File: src/rtl/pwm_multi_pkg.sv
// Shared constants for the pwm_multi peripheral: register byte offsets,
// CTRL bit positions and the value returned for unmapped reads.
package pwm_multi_pkg;

  localparam logic [5:0] REG_CTRL       = 6'h00;
  localparam logic [5:0] REG_PERIOD     = 6'h04;
  localparam logic [5:0] REG_PRESCALE   = 6'h08;
  localparam logic [5:0] REG_POLARITY   = 6'h0C;
  localparam logic [5:0] REG_STATUS     = 6'h10;
  localparam logic [5:0] REG_LEVEL_BASE = 6'h20;

  localparam int CTRL_EN_BIT = 0;
  localparam int CTRL_IE_BIT = 1;

  localparam logic [31:0] RD_DEFAULT = 32'hFFFF_FFFF;

endpackage

File: src/rtl/pwm_multi_timebase.sv
// Prescaler and period counter shared by all PWM channels; flags the tick
// on which the counter wraps so the channels can reload their shadow levels.
module pwm_multi_timebase #(
  parameter int WIDTH = 8,
  parameter int PRE_W = 8
) (
  input  logic             clk,
  input  logic             rst,
  input  logic             i_enable,
  input  logic             i_clear,
  input  logic [WIDTH-1:0] i_period,
  input  logic [PRE_W-1:0] i_prescale,
  output logic [WIDTH-1:0] o_cnt,
  output logic             o_tick,
  output logic             o_wrap
);

  logic [PRE_W-1:0] r_pre_cnt;
  logic [WIDTH-1:0] r_cnt;

  // >= rather than == so that shrinking PRESCALE or PERIOD below the running
  // count ends the current step/period at once instead of running to overflow.
  assign o_tick = i_enable & ~i_clear & (r_pre_cnt >= i_prescale);
  assign o_wrap = o_tick & (r_cnt >= i_period);
  assign o_cnt  = r_cnt;

  always_ff @(posedge clk or posedge rst) begin
    if (rst) begin
      r_pre_cnt <= '0;
      r_cnt     <= '0;
    end else if (!i_enable || i_clear) begin
      r_pre_cnt <= '0;
      r_cnt     <= '0;
    end else begin
      if (o_tick) r_pre_cnt <= '0;
      else        r_pre_cnt <= r_pre_cnt + 1'b1;
      if (o_wrap)      r_cnt <= '0;
      else if (o_tick) r_cnt <= r_cnt + 1'b1;
    end
  end

endmodule

File: src/rtl/pwm_multi.sv
// Multi-channel PWM peripheral with programmable period/prescaler, per-channel
// polarity, duty levels double-buffered at period wrap, and a wrap interrupt.
module pwm_multi
  import pwm_multi_pkg::*;
#(
  parameter int CHANNELS = 4,
  parameter int WIDTH    = 8,
  parameter int PRE_W    = 8
) (
  input  logic                clk,
  input  logic                rst,
  input  logic [5:0]          addr,
  input  logic [1:0]          write_n,
  input  logic                read_complete,
  input  logic [31:0]         data_in,
  output logic [31:0]         data_out,
  output logic [CHANNELS-1:0] pwm,
  output logic                irq
);

  logic [5:0]          w_addr;
  logic                w_wr;
  logic                w_en_rise;
  logic                w_status_clr;
  logic [WIDTH-1:0]    w_cnt;
  logic                w_tick;
  logic                w_wrap;
  logic [WIDTH-1:0]    w_level [CHANNELS];
  logic                w_unused;

  logic                r_enable;
  logic                r_wrap_ie;
  logic                r_wrap_flag;
  logic [WIDTH-1:0]    r_period;
  logic [PRE_W-1:0]    r_prescale;
  logic [CHANNELS-1:0] r_polarity;

  assign w_addr       = {addr[5:2], 2'b00};
  assign w_wr         = (write_n != 2'b11);
  assign w_en_rise    = w_wr && (w_addr == REG_CTRL) && data_in[CTRL_EN_BIT] && !r_enable;
  assign w_status_clr = w_wr && (w_addr == REG_STATUS) && data_in[0];
  assign w_unused     = &{1'b0, read_complete, addr[1:0], w_tick, data_in};

  pwm_multi_timebase #(
    .WIDTH (WIDTH),
    .PRE_W (PRE_W)
  ) u_timebase (
    .clk        (clk),
    .rst        (rst),
    .i_enable   (r_enable),
    .i_clear    (w_en_rise),
    .i_period   (r_period),
    .i_prescale (r_prescale),
    .o_cnt      (w_cnt),
    .o_tick     (w_tick),
    .o_wrap     (w_wrap)
  );

  always_ff @(posedge clk or posedge rst) begin
    if (rst) begin
      r_enable   <= 1'b0;
      r_wrap_ie  <= 1'b0;
      r_period   <= '1;
      r_prescale <= '0;
      r_polarity <= '0;
    end else if (w_wr) begin
      case (w_addr)
        REG_CTRL: begin
          r_enable  <= data_in[CTRL_EN_BIT];
          r_wrap_ie <= data_in[CTRL_IE_BIT];
        end
        REG_PERIOD:   r_period   <= data_in[WIDTH-1:0];
        REG_PRESCALE: r_prescale <= data_in[PRE_W-1:0];
        REG_POLARITY: r_polarity <= data_in[CHANNELS-1:0];
        default: ;
      endcase
    end
  end

  // A wrap in the same cycle as a write-1-clear must not be lost.
  always_ff @(posedge clk or posedge rst) begin
    if (rst)               r_wrap_flag <= 1'b0;
    else if (w_wrap)       r_wrap_flag <= 1'b1;
    else if (w_status_clr) r_wrap_flag <= 1'b0;
  end

  assign irq = r_wrap_flag & r_wrap_ie;

  for (genvar i = 0; i < CHANNELS; i++) begin : g_ch
    localparam logic [5:0] LEVEL_ADDR = REG_LEVEL_BASE + 6'(4 * i);

    logic [WIDTH-1:0] r_level;
    logic [WIDTH-1:0] r_shadow;
    logic             r_pwm;

    always_ff @(posedge clk or posedge rst) begin
      if (rst) begin
        r_level  <= '0;
        r_shadow <= '0;
        r_pwm    <= 1'b0;
      end else begin
        if (w_wr && (w_addr == LEVEL_ADDR)) r_level <= data_in[WIDTH-1:0];
        if (w_wrap || w_en_rise)            r_shadow <= r_level;
        r_pwm <= r_enable ? ((w_cnt < r_shadow) ^ r_polarity[i]) : r_polarity[i];
      end
    end

    assign w_level[i] = r_level;
    assign pwm[i]     = r_pwm;
  end

  always_comb begin
    data_out = RD_DEFAULT;
    case (w_addr)
      REG_CTRL:     data_out = {30'b0, r_wrap_ie, r_enable};
      REG_PERIOD:   data_out = 32'(r_period);
      REG_PRESCALE: data_out = 32'(r_prescale);
      REG_POLARITY: data_out = 32'(r_polarity);
      REG_STATUS: begin
        data_out               = '0;
        data_out[0]            = r_wrap_flag;
        data_out[16 +: WIDTH]  = w_cnt;
      end
      default: ;
    endcase
    for (int i = 0; i < CHANNELS; i++) begin
      if (w_addr == REG_LEVEL_BASE + 6'(4 * i)) data_out = 32'(w_level[i]);
    end
  end

endmodule

File: config.mk
export PLATFORM = sky130hd
export DESIGN_NAME = pwm_multi
export DESIGN_NICKNAME = d
export VERILOG_FILES = /design/src/rtl/pwm_multi_pkg.sv /design/src/rtl/pwm_multi_timebase.sv /design/src/rtl/pwm_multi.sv
export SDC_FILE = /design/constraint.sdc
export NUM_CORES = 1
export LEC_CHECK = 0
export BUFFER_PORTS_ARGS = -buffer_cell sky130_fd_sc_hd__buf_4
export CORE_ASPECT_RATIO = 1.4
export CORE_MARGIN = 1.5
export CORE_UTILIZATION = 50
export DETAILED_ROUTE_END_ITERATION = 6
export PLACE_DENSITY = 0.79
export SLEW_MARGIN = 5
export SYNTH_ARGS = -nofsm -noshare
export SYNTH_HDL_FRONTEND = slang
export SYNTH_SLANG_ARGS = --single-unit
File: constraint.sdc
create_clock -name clk -period 3.06 [get_ports clk]
set_input_delay 0 -clock clk [delete_from_list [all_inputs] [get_ports clk]]
set_output_delay 0 -clock clk [all_outputs]
set_load 0.05 [all_outputs]
* Word-level counts from Yosys, hierarchy flattened *
Index checks and enable logic that the tools add are counted.

cells by class
  bitwise operators = 9
  reductions and logical operators = 19
  mux-type cells = 16
  eq/ne operators = 9
  $lt $le $gt $ge = 6
  add/subtract/negate cells = 2

operators by type and width
  kind                 count
  $pmux 32 s5          1
  $mux 32              4
  $mux 8               5
  $lt 8x8->1           4
  $add 8x1->8 const B  2
  $eq 4x4->1 const B   4
  $ge 8x8->1           2
  $logic_and 1x1->1    9
  $eq 4x2->1 const B   2
  $reduce_and 2->1     4
  $logic_not 6->1      1
  $mux 1               6
  $and 1x1->1          4
  $eq 4x1->1 const B   1
  $eq 4x3->1 const B   1
  $xor 1x1->1          4
  $reduce_bool 3->1    1
  $logic_or 1x1->1     2
  $ne 2x2->1 const B   1
  $reduce_bool 2->1    1
  $logic_not 1->1      1
  $not 1->1            1

storage, ports and cells
  input bits = 43
  logic and storage cells = 81
  flip-flop bits (word level) = 107
  output and inout port bits = 37

* Longest topological paths before layout *
Gate-level depths: netlist (run 1).

  depth after elaboration = 10
  gate-level depth with buffers = 8
  mapped depth without buffers = 7

* Hierarchy *
From an unflattened synthesis (run 1), not the netlist that was laid out.

unflattened totals
  cells, all modules = 578
  area total of the unflattened synthesis = 6356.1 um^2

modules (own cells, without submodules)
  module              times used  cells an instance  seq. area each (um^2)  area an instance (um^2)
  pwm_multi           1           435                2287.2                 5091.1
  pwm_multi_timebase  1           143                400.4                  1265.0

* Least setup slack after synthesis (run 1) *
Ideal clock, no wire load.

  path type = reg-to-reg
  from = register r_period[7]
  to = register g_ch[0].r_shadow[0]
  stages on the path, launching flop included = 9
  clock period less this slack = 2.223 ns
  path buffers = 1
  slack = 0.837 ns
  arrival time = 2.098 ns
  data required time = 2.935 ns
  library setup time = 0.125 ns
  cell sequence = dfstp_2 -> inv_1 -> ha_1 -> nand2_1 -> nor3_1 -> a21oi_1 -> a211oi_4 -> buf_6 -> mux2_4

on the way
  cells in the longest elaborated chain, start to end = 3

ends and longest elaborated chain
  item                      line                      RTL
  start: declaration        pwm_multi.sv:34           logic [WIDTH-1:0] r_period;
  start signal: assignment  pwm_multi.sv:72           REG_PERIOD: r_period <= data_in[WIDTH-1:0];
  $ge 8x8->1                pwm_multi_timebase.sv:24  assign o_wrap = o_tick & (r_cnt >= i_period);
  $and 1x1->1               pwm_multi_timebase.sv:24
  $logic_or 1x1->1          pwm_multi.sv:103          if (w_wrap || w_en_rise) r_shadow <= r_level;
  end signal: assignment    pwm_multi.sv:103
  end: declaration          pwm_multi.sv:93           logic [WIDTH-1:0] r_shadow;

No other way between the ends.
A chain may end at the register's enable or synchronous reset.

* Final worst setup path (run 1) *
  from = register r_prescale[7]
  to = register g_ch[1].r_shadow[7]

on the way
  cells in the longest elaborated chain, start to end = 4

ends and longest elaborated chain
  item                      line                      RTL
  start: declaration        pwm_multi.sv:35           logic [PRE_W-1:0] r_prescale;
  start signal: assignment  pwm_multi.sv:73           REG_PRESCALE: r_prescale <= data_in[PRE_W-1:0];
  $ge 8x8->1                pwm_multi_timebase.sv:23  assign o_tick = i_enable & ~i_clear & (r_pre_cnt >= i_prescale);
  $and 1x1->1               pwm_multi_timebase.sv:23
  $and 1x1->1               pwm_multi_timebase.sv:24
  $logic_or 1x1->1          pwm_multi.sv:103
  end signal: assignment    pwm_multi.sv:103
  end: declaration          pwm_multi.sv:93

No other way between the ends.

==> results.toml, run 1 <==
[cells_and_area]
nets = 726
seqCellArea_mm2 = 0.00269
antenna_cells = 0
multi_input_area_mm2 = 0.00323
nFillCells = 980
drive_gt1_share_pct = 30.2
final_cell_area_mm2 = 0.00717
layout_common_cells = "dfrtp_1 (99), mux2_2 (65), buf_4 (63)"
instances_no_fill = 792
layout_commonest_cell = "dfrtp_1"
area_growth_pct = 12.8

[grt]
grt_usage_pct = 23.6
antenna_found_initial = 0
gr-usage-met3_pct = 3.29
globalRouteMet1Util_pct = 27.8
grt_pass1_wl_mm = 24.5
grt.overflow.total = 0
grt-busiest-layer = "met2"
grt_use_met2_pct = 41.2
grt_max_degree = 89
grt_pass1_vias = 4909

[placement]
dp_hpwl_mm = 11.2
routabilityCongestion = 0.904
dpl_cell_area_mm2 = 0.00679
dp_cells = 768
port_buffers = 52

[clocking]
cts-resized-gates = 0
cts.clk_slew.worst_paths_ns = 0.07
post-cts-setup-buffers = 0
cts_buffers = 9
clk_latency_ns = 0.35
cts_tree = "yes"
ctsHtreeMaxLevel = 3
cts_max_path_buffers = 2
root_buffer = "clkbuf_16"
clock-sinks = 107
hold_buffers = 8

[setup_path]
slowest_stage = "a211oi_4"
required_ns = 3.30
cp_top_family = "compound AO/OA/AOI/OAI gates"
crit_cells = 8
path_class = "flop to flop"
cp.arrival_ns = 2.84
endpoint_kind = "flop"
crit_buf_inv = 2
startpoint_type = "flop"
crit_path_max_fanout = 29
cpPeakStageDelay_ns = 0.43
cp_cell_sequence = "inv_1 > ha_1 > nand2_1 > o21ai_0 > a211oi_1 > a211oi_4 > buf_12 > mux2_2"
r2r_cells = 8

[synthesis]
synth.distinct_cells = 51
synth_fa_ha_area_share_pct = 9.06
synthMuxAreaShare_pct = 19.9
synthCells = 594
syn-num-nets = 683
ys_async_sr_fraction_pct = 100
syn_avg_cell_area_um2 = 10.7
yosys_most_used_dff = "dfrtp_1"
ys_ff_latch = 107
yosys_warnings = 0
synthXorXnorAreaFrac_pct = 0.827
synth_compound_area_share_pct = 11.3
synth_enable_flop_cells = 0
mappedNetlistArea_mm2 = 0.00635
yosys.area_share.simple_pct = 9.73
synth_seq_area_share_pct = 42.3
synth_top_family_by_area = "multiplexers"

[floorplan]
die_height_um = 136
core_area_mm2 = 0.0124
io_pins = 80
core.rowCount = 48
die_w_um = 98.3
start_util_pct = 51.4
dieArea_mm2 = 0.0134

[routing]
wl_per_cell_um = 19.3
viasPerCell = 5.96
drt-total-wl_mm = 15.3
detail_route.first_pass.iterations = 5
ant_nets = 0
vias = 4720
drt_iter0_drc = 317
drc = 0

[job]
drv_cap = 0

[timing]
relSlewSlack_pct = 27.7
slew_violations = 0
finalCriticalPeriod_ns = 2.60
clock.fmax_mhz = 385
final.setup.tns_ns = 0
min_period_over_period_pct = 85.0
rsz0062_at_grt = "false"
worst_hold_slack_ns = 0.00945
worstMarginPinSlew_ns = 1.08
hold_viol = 0
fin_worst_skew_ns = 0.00750
setup_violations = 0

[min_path]
min_path_cells = 2
hp-class = "primary input to flop"

[status]
status = "finished clean"

[power]
ir_drop_v = 0.000283
p_leak_uw = 0.00345
power_density_mw_per_mm2 = 737
metrics by stage:
stage	total power, uW	util (%)	setup slack (ns)
2_1_floorplan	3650	-	0.256
3_3_place_gp	3990	54.9	0.556
3_5_place_dp	4100	54.9	0.479
4_1_cts	5280	57.9	0.469
5_1_grt	5570	57.9	0.354
6_report	5280	57.9	0.459
per-layer routing:
metal	part of all wire (%)	wire length (um)
met5	0	0
met4	4.4	669
met3	5.2	793
met2	50	7710
met1	40	6090
cell usage after synthesis, types with 2 or more instances:
master / n / share of area (%)
o211ai_1: 5 / 0.59
nor3b_1: 2 / 0.24
a221oi_1: 3 / 0.41
and3_1: 7 / 0.69
nand3_1: 20 / 1.6
buf_2: 6 / 0.47
or2_2: 2 / 0.20
buf_6: 3 / 0.53
o21ai_0: 27 / 2.1
a31oi_1: 7 / 0.69
o22ai_1: 4 / 0.39
or3_1: 4 / 0.39
o31ai_1: 3 / 0.35
buf_1: 2 / 0.12
nand2b_1: 6 / 0.59
mux2_2: 65 / 12
clkbuf_1: 10 / 0.59
xor2_1: 5 / 0.69
nor2_1: 33 / 1.9
a22o_1: 5 / 0.69
dfrtp_1: 99 / 39
nor2b_1: 3 / 0.30
a21oi_1: 31 / 2.4
ha_1: 46 / 9.1
dfstp_2: 8 / 3.3
nor3_1: 2 / 0.16
mux2i_1: 6 / 0.95
buf_4: 19 / 2.2
mux2_4: 30 / 7.1
a211o_1: 3 / 0.41
a41oi_1: 4 / 0.55
a211oi_1: 5 / 0.59
a21o_1: 8 / 0.95
inv_1: 49 / 2.9
nand2_1: 46 / 2.7
worst paths after layout:
| path | to | slack, ns | startpoint |
|---|---|---|---|
| worst min-delay path | g_ch[3].r_level[0] | 0.009 | data_in[0] |
| max in group asynchronous | r_period[2] | 1.68 | rst |
| worst max register to register | g_ch[1].r_shadow[7] | 0.46 | r_prescale[7] |
| worst max-delay path | g_ch[1].r_shadow[7] | 0.46 | r_prescale[7] |
| worst min register to register | r_prescale[5] | 0.51 | r_prescale[5] |
| min in group asynchronous | g_ch[2].r_pwm | 0.46 | rst |
area by class of cell:
| cell class | count | share of cell area (%) |
|---|---|---|
| Clock buffer | 9 | 3.14 |
| Inverter | 49 | 2.60 |
| Multi-Input combinational cell | 398 | 45.1 |
| Clock inverter | 7 | 1.06 |
| Timing Repair Buffer | 72 | 7.99 |
| Sequential cell | 107 | 37.5 |
| Tap cell | 150 | 2.62 |
flip-flops by register name, indices dropped and copies added (netlist names):
signal and count:
g_ch.r_level 32, g_ch.r_shadow 32, r_period 8, r_prescale 8
u_timebase.o_cnt 8, u_timebase.r_pre_cnt 8, g_ch.r_pwm 4, r_polarity 4
r_enable 1, r_wrap_flag 1, r_wrap_ie 1
report_power, final:
group / leakage (uW) / total, uW / internal [uW] / switching [uW]
sequential: 0.00131 / 2180 / 1860 / 323
clock: 0.000142 / 1170 / 640 / 534
combinational: 0.00200 / 1930 / 940 / 986
kinds of logic (layout without fill, tap and decap cells):
family          Yosys count  after routing
buf+inv                  89            137
simple gates            132            132
compound gates          112            112
mux                     102            102
xor+xnor                  6              6
flops                   107            107
fa+ha+maj                46             46
Power figures use the tool's default switching activity.
==> run 2: changes to the inputs <==
ABC_AREA = 1   (was unset)
clock period = 2.4 ns   (was 3.06 ns; I/O delays follow)
==> results.toml, run 2 <==
[floorplan]
die_height_um = 136
io_pins = 80
die_w_um = 98.0
core.rowCount = 48
start_util_pct = 51.3
core_area_mm2 = 0.0123
dieArea_mm2 = 0.0133

[routing]
wl_per_cell_um = 15.4
vias = 5313
drc = 0
detail_route.first_pass.iterations = 5
drt_iter0_drc = 372
viasPerCell = 5.28
drt-total-wl_mm = 15.5
ant_nets = 0

[cells_and_area]
final_cell_area_mm2 = 0.00707
nets = 940
drive_gt1_share_pct = 14.3
layout_common_cells = "nand2_1 (275), inv_1 (100), dfrtp_1 (99)"
nFillCells = 1088
antenna_cells = 0
area_growth_pct = 11.9
layout_commonest_cell = "nand2_1"
reg.largest.list = "g_ch.r_level: 32 flops, g_ch.r_shadow: 32 flops"

[timing]
slew_violations = 0
worstMarginPinSlew_ns = 0.583
final.setup.tns_ns = 0
worst_hold_slack_ns = 0.0169
fin_ws_ns = 0.274
setup_violations = 0
hold_viol = 0
finalCriticalPeriod_ns = 2.13
rsz0062_at_grt = "false"
relSlewSlack_pct = 61.1
clock.fmax_mhz = 470
min_period_over_period_pct = 88.6
fin_worst_skew_ns = 0.00403

[synthesis]
yosys_warnings = 0
ys_async_sr_fraction_pct = 100
synthMuxAreaShare_pct = 0
yosys.area_share.simple_pct = 27.5
synthXorXnorAreaFrac_pct = 0.832
synth_common_cells = "nand2_1 (275), inv_1 (101), dfrtp_1 (99)"
synth_top_area_share_pct = 39.2
syn_avg_cell_area_um2 = 7.77
synth.distinct_cells = 37
synth_seq_area_share_pct = 42.5
synth_compound_area_share_pct = 9.29
synth_fa_ha_area_share_pct = 9.11
synth_enable_flop_cells = 0
synth_top_cell_by_area = "dfrtp_1"
ys_ff_latch = 107
mappedNetlistArea_mm2 = 0.00632
synthTopCellsByArea = "dfrtp_1 (39%), nand2_1 (16%), ha_1 (9.1%)"
synthCells = 813
synth_top_family_by_area = "simple AND/OR/NAND/NOR gates"
yosysMostFrequentCell = "nand2_1"
yosys_most_used_dff = "dfrtp_1"
syn-num-nets = 902

[power]
p_seq_share_pct = 41.9
p_comb_share_pct = 32.5
p_leak_uw = 0.00376
p_int_uw = 4010
sw_frac_of_total_pct = 37.0
p_switching_uw = 2360
p_clk_share_pct = 25.7
power_density_mw_per_mm2 = 901
total_power_uw = 6370
ir_drop_v = 0.000435

[clocking]
ctsHtreeMaxLevel = 3
clk_latency_ns = 0.35
post-cts-setup-buffers = 0
root_buffer = "clkbuf_16"
clock-sinks = 107
cts_buffers = 9
cts.clk_slew.worst_paths_ns = 0.07
cts_tree = "yes"
cts_max_path_buffers = 2

[setup_path]
crit_path_max_fanout = 33
endpoint_kind = "flop"
cp.arrival_ns = 2.41
path_class = "flop to flop"
required_ns = 2.68
startpoint_type = "flop"

[placement]
dpl_cell_area_mm2 = 0.00673
dp_hpwl_mm = 11.3
dpl_worst_slack_ns = 0.204
port_buffers = 52
routabilityCongestion = 0.987

[grt]
grt.overflow.total = 0
grt_pass1_vias = 5049
grt_usage_pct = 24.0
grt_max_degree = 108
grt_pass1_wl_mm = 25.0
antenna_found_initial = 0

[min_path]
hp-class = "primary input to flop"

[job]
drv_cap = 0

[status]
status = "finished clean"
run 2: cell types whose count changed after synthesis, sizes merged, moves of 7 or more:
cell | before | now
inv | 49 | 106
a31oi | 7 | 0
nor2 | 33 | 54
mux2 | 95 | 0
nand4 | 0 | 7
o21ai | 28 | 67
nand2 | 46 | 283
buf | 30 | 37
clkbuf | 10 | 1
and3 | 7 | 0
a211oi | 7 | 0
a21o | 9 | 2
nand3 | 20 | 46
run 2: metrics by stage:
stage | util [%] | cells
detailed placement | 54.6 | 989
floorplan | - | 813
CTS | 57.4 | 1006
global placement | 54.6 | 989
global route | 57.4 | 1006
finish | 57.4 | 1006
run 2: cell type report:
type / instances / area, um2 / area share [%]
sequential: 107 / 2690 / 38.0
clock buffer: 12 / 256 / 3.63
multi-input combinational: 561 / 2960 / 41.8
timing repair buffer: 65 / 503 / 7.12
tap: 150 / 188 / 2.65
inverter: 107 / 405 / 5.73
clock inverter: 4 / 72.6 / 1.03
run 2: kinds of logic after synthesis:
| family | count (synthesis) |
|---|---|
| AND/OR/NAND/NOR | 404 |
| XOR/XNOR | 6 |
| adder cells (fa/ha/maj) | 46 |
| AO/OA/AOI/OAI | 105 |
| flip-flops | 107 |
| buffers and inverters | 145 |
run 2: power groups by stage:
| stage | sequential (uW) | combinational (uW) | clock [uW] |
|---|---|---|---|
| after global placement | 2660 | 1980 | 0 |
| after floorplan | 2560 | 1650 | 0 |
| after detailed placement | 2680 | 2050 | 0 |
| after CTS | 2660 | 2090 | 1650 |
| after global routing | 2720 | 2370 | 1700 |
| final | 2670 | 2070 | 1640 |
run 2: final timing paths:
path / endpoint / start / cells past startpoint / slack, ns
worst min register to register: r_period[1] / r_period[1] / 2 / 0.48
worst max register to register: g_ch[3].r_shadow[6] / r_period[7] / 9 / 0.27
worst max-delay path: g_ch[3].r_shadow[6] / r_period[7] / 9 / 0.27
max in group asynchronous: r_prescale[7] / rst / 4 / 1.59
min in group asynchronous: g_ch[3].r_level[2] / rst / 4 / 0.35
worst min-delay path: g_ch[2].r_level[4] / data_in[4] / 3 / 0.02
run 2: metal layers:
layer | share of wire (%) | wire length, um | global-route usage [%] | up-vias
met4 | 5.6 | 871 | 16.4 | 0
li1 | - | - | - | 2621
met3 | 4.9 | 756 | 3.29 | 45
met2 | 50 | 7690 | 40.7 | 181
met5 | 0 | 0 | 0 | -
met1 | 40 | 6140 | 28.3 | 2466
run 2: critical path: stages (launching register included):
cell,delay [ns]
dfstp_2,0.55
inv_1,0.05
ha_1,0.30
a21o_1,0.18
nor2_1,0.13
nand3_2,0.13
nand3_2,0.13
buf_4,0.34
nand3_1,0.14
nand2_1,0.11
run 2: repair_timing:
| action | 4_1_cts | 5_1_grt |
|---|---|---|
| hold endpoints to repair | 99 | 0 |
| hold buffers | 1 | 0 |
| endpoints found under the setup margin | 0 | 1 |
| resized for setup | 0 | 1 |
==> run 3: changes to the inputs <==
CORE_UTILIZATION = 59   (was 50)
PLACE_DENSITY = 0.9   (was 0.79)
==> results.toml, run 3 (synthesized netlist as in run 2, its figures left out) <==
[cells_and_area]
final_cell_area_mm2 = 0.00710
nets = 945
layout_common_cells = "nand2_1 (275), inv_1 (100), dfrtp_1 (99)"
area_growth_pct = 12.4
drive_gt1_share_pct = 14.8
layout_commonest_cell = "nand2_1"
antenna_cells = 0
nFillCells = 753
reg.largest.list = "g_ch.r_level: 32 flops, g_ch.r_shadow: 32 flops"

[floorplan]
die_height_um = 125
dieArea_mm2 = 0.0114
start_util_pct = 60.7
die_w_um = 90.5
core.rowCount = 44
core_area_mm2 = 0.0104
io_pins = 80

[power]
total_power_uw = 6420
power_density_mw_per_mm2 = 905
p_clk_share_pct = 25.3
p_leak_uw = 0.00378
p_comb_share_pct = 32.9
sw_frac_of_total_pct = 37.8
p_switching_uw = 2430
ir_drop_v = 0.000518
p_seq_share_pct = 41.8
p_int_uw = 4000

[timing]
fin_ws_ns = 0.0922
final.setup.tns_ns = 0
setup_violations = 0
finalCriticalPeriod_ns = 2.31
min_period_over_period_pct = 96.2
fin_worst_skew_ns = 0.00679
slew_violations = 0
relSlewSlack_pct = 52.9
rsz0062_at_grt = "false"
clock.fmax_mhz = 433
worstMarginPinSlew_ns = 0.705
hold_viol = 0

[routing]
viasPerCell = 5.59
wl_per_cell_um = 16.1
drc = 0
ant_nets = 0
drt_iter0_drc = 638
drt-total-wl_mm = 16.1
vias = 5584
detail_route.first_pass.iterations = 5

[status]
status = "finished clean"

[placement]
port_buffers = 52
dp_hpwl_mm = 11.6
routabilityCongestion = 0.924
dpl_cell_area_mm2 = 0.00675
dpl_worst_slack_ns = 0.263

[setup_path]
cpPeakStageDelay_ns = 0.57
cp.arrival_ns = 2.60
path_class = "flop to flop"
required_ns = 2.69
endpoint_kind = "flop"
crit_top_cell = "nand3_2"
cp_cell_sequence = "inv_1 > ha_1 > a21o_1 > nor2_1 > nand3_2 > nand3_2 > buf_4 > nand3_1 > nand2_1"
crit_path_max_fanout = 31
slowest_stage = "dfstp_2"
startpoint_type = "flop"

[clocking]
cts_max_path_buffers = 2
cts_tree = "yes"
cts_buffers = 9
root_buffer = "clkbuf_16"
cts.clk_slew.worst_paths_ns = 0.07
hold_buffers = 2
post-cts-setup-buffers = 0
ctsHtreeMaxLevel = 3
clk_latency_ns = 0.35
clock-sinks = 107
cts-resized-gates = 0

[min_path]
hp-class = "primary input to flop"

[job]
drv_cap = 0

[grt]
grt.overflow.total = 0
grt_usage_pct = 29.5
grt_max_degree = 45
grt_pass1_wl_mm = 26.2
grt_pass1_vias = 5436
antenna_found_initial = 0
-- run 3: changes by cell type in the layout (fill, tap and decap cells not counted) --
cell           change
buf_4              +3
clkbuf_1           -1
dlygate4sd3_1      +1
nand2_2            +1
clkinvlp_4         +1
clkinv_4           +1
nand2_4            -1
clkbuf_8           -1
buf_12             +1
-- run 3: area by class of cell --
class / count / area [um2] / area share [%]
inverter: 107 / 405 / 5.71
sequential: 107 / 2690 / 37.9
timing repair buffer: 70 / 556 / 7.82
tap: 138 / 173 / 2.43
clock buffer: 10 / 239 / 3.37
clock inverter: 6 / 88.8 / 1.25
multi-input combinational: 561 / 2950 / 41.6
-- run 3: path summary, 6_finish.rpt --
path / end / startpoint / depth (start not counted) / slack, ns
worst min register to register: r_period[3] / r_period[3] / 2 / 0.48
worst max register to register: g_ch[0].r_shadow[0] / r_period[7] / 9 / 0.09
max in group asynchronous: r_period[2] / rst / 4 / 1.40
worst min-delay path: r_period[7] / data_in[7] / 3 / 0.02
min in group asynchronous: u_timebase.r_pre_cnt[3] / rst / 3 / 0.30
worst max-delay path: g_ch[0].r_shadow[0] / r_period[7] / 9 / 0.09
-- run 3: layer usage --
layer | global-route usage, % | wire length, um | up-vias
met5 | 0 | 0 | -
met4 | 21.9 | 1160 | 0
met3 | 4.26 | 1050 | 87
met2 | 48.9 | 7820 | 266
met1 | 34.6 | 6030 | 2591
li1 | - | - | 2640
-- run 3: worst max-delay path, delay by kind of cell (launching register included) --
family | cells | cell delay, ns
adders and majority gates | 1 | 0.31
and+or+nand+nor | 5 | 0.78
AOI/OAI and AO/OA | 1 | 0.19
buffers and inverters | 2 | 0.39
DFF | 1 | 0.57
-- run 3: stage by stage --
stage | hold WS, ns | cells | util, %
after floorplan | 0.202 | 813 | -
after global placement | 0.135 | 981 | 64.9
after detailed placement | 0.140 | 981 | 64.9
after CTS | 0.0378 | 999 | 68.2
after global routing | 0.0618 | 999 | 68.2
final | 0.0180 | 999 | 68.2
-- run 3: power by group through the flow --
stage | registers, uW | clock network (uW) | logic (uW)
after floorplan | 2560 | 0 | 1650
after global placement | 2660 | 0 | 1950
after detailed placement | 2690 | 0 | 2050
after CTS | 2670 | 1620 | 2110
after global routing | 2740 | 1690 | 2390
final | 2690 | 1620 | 2110
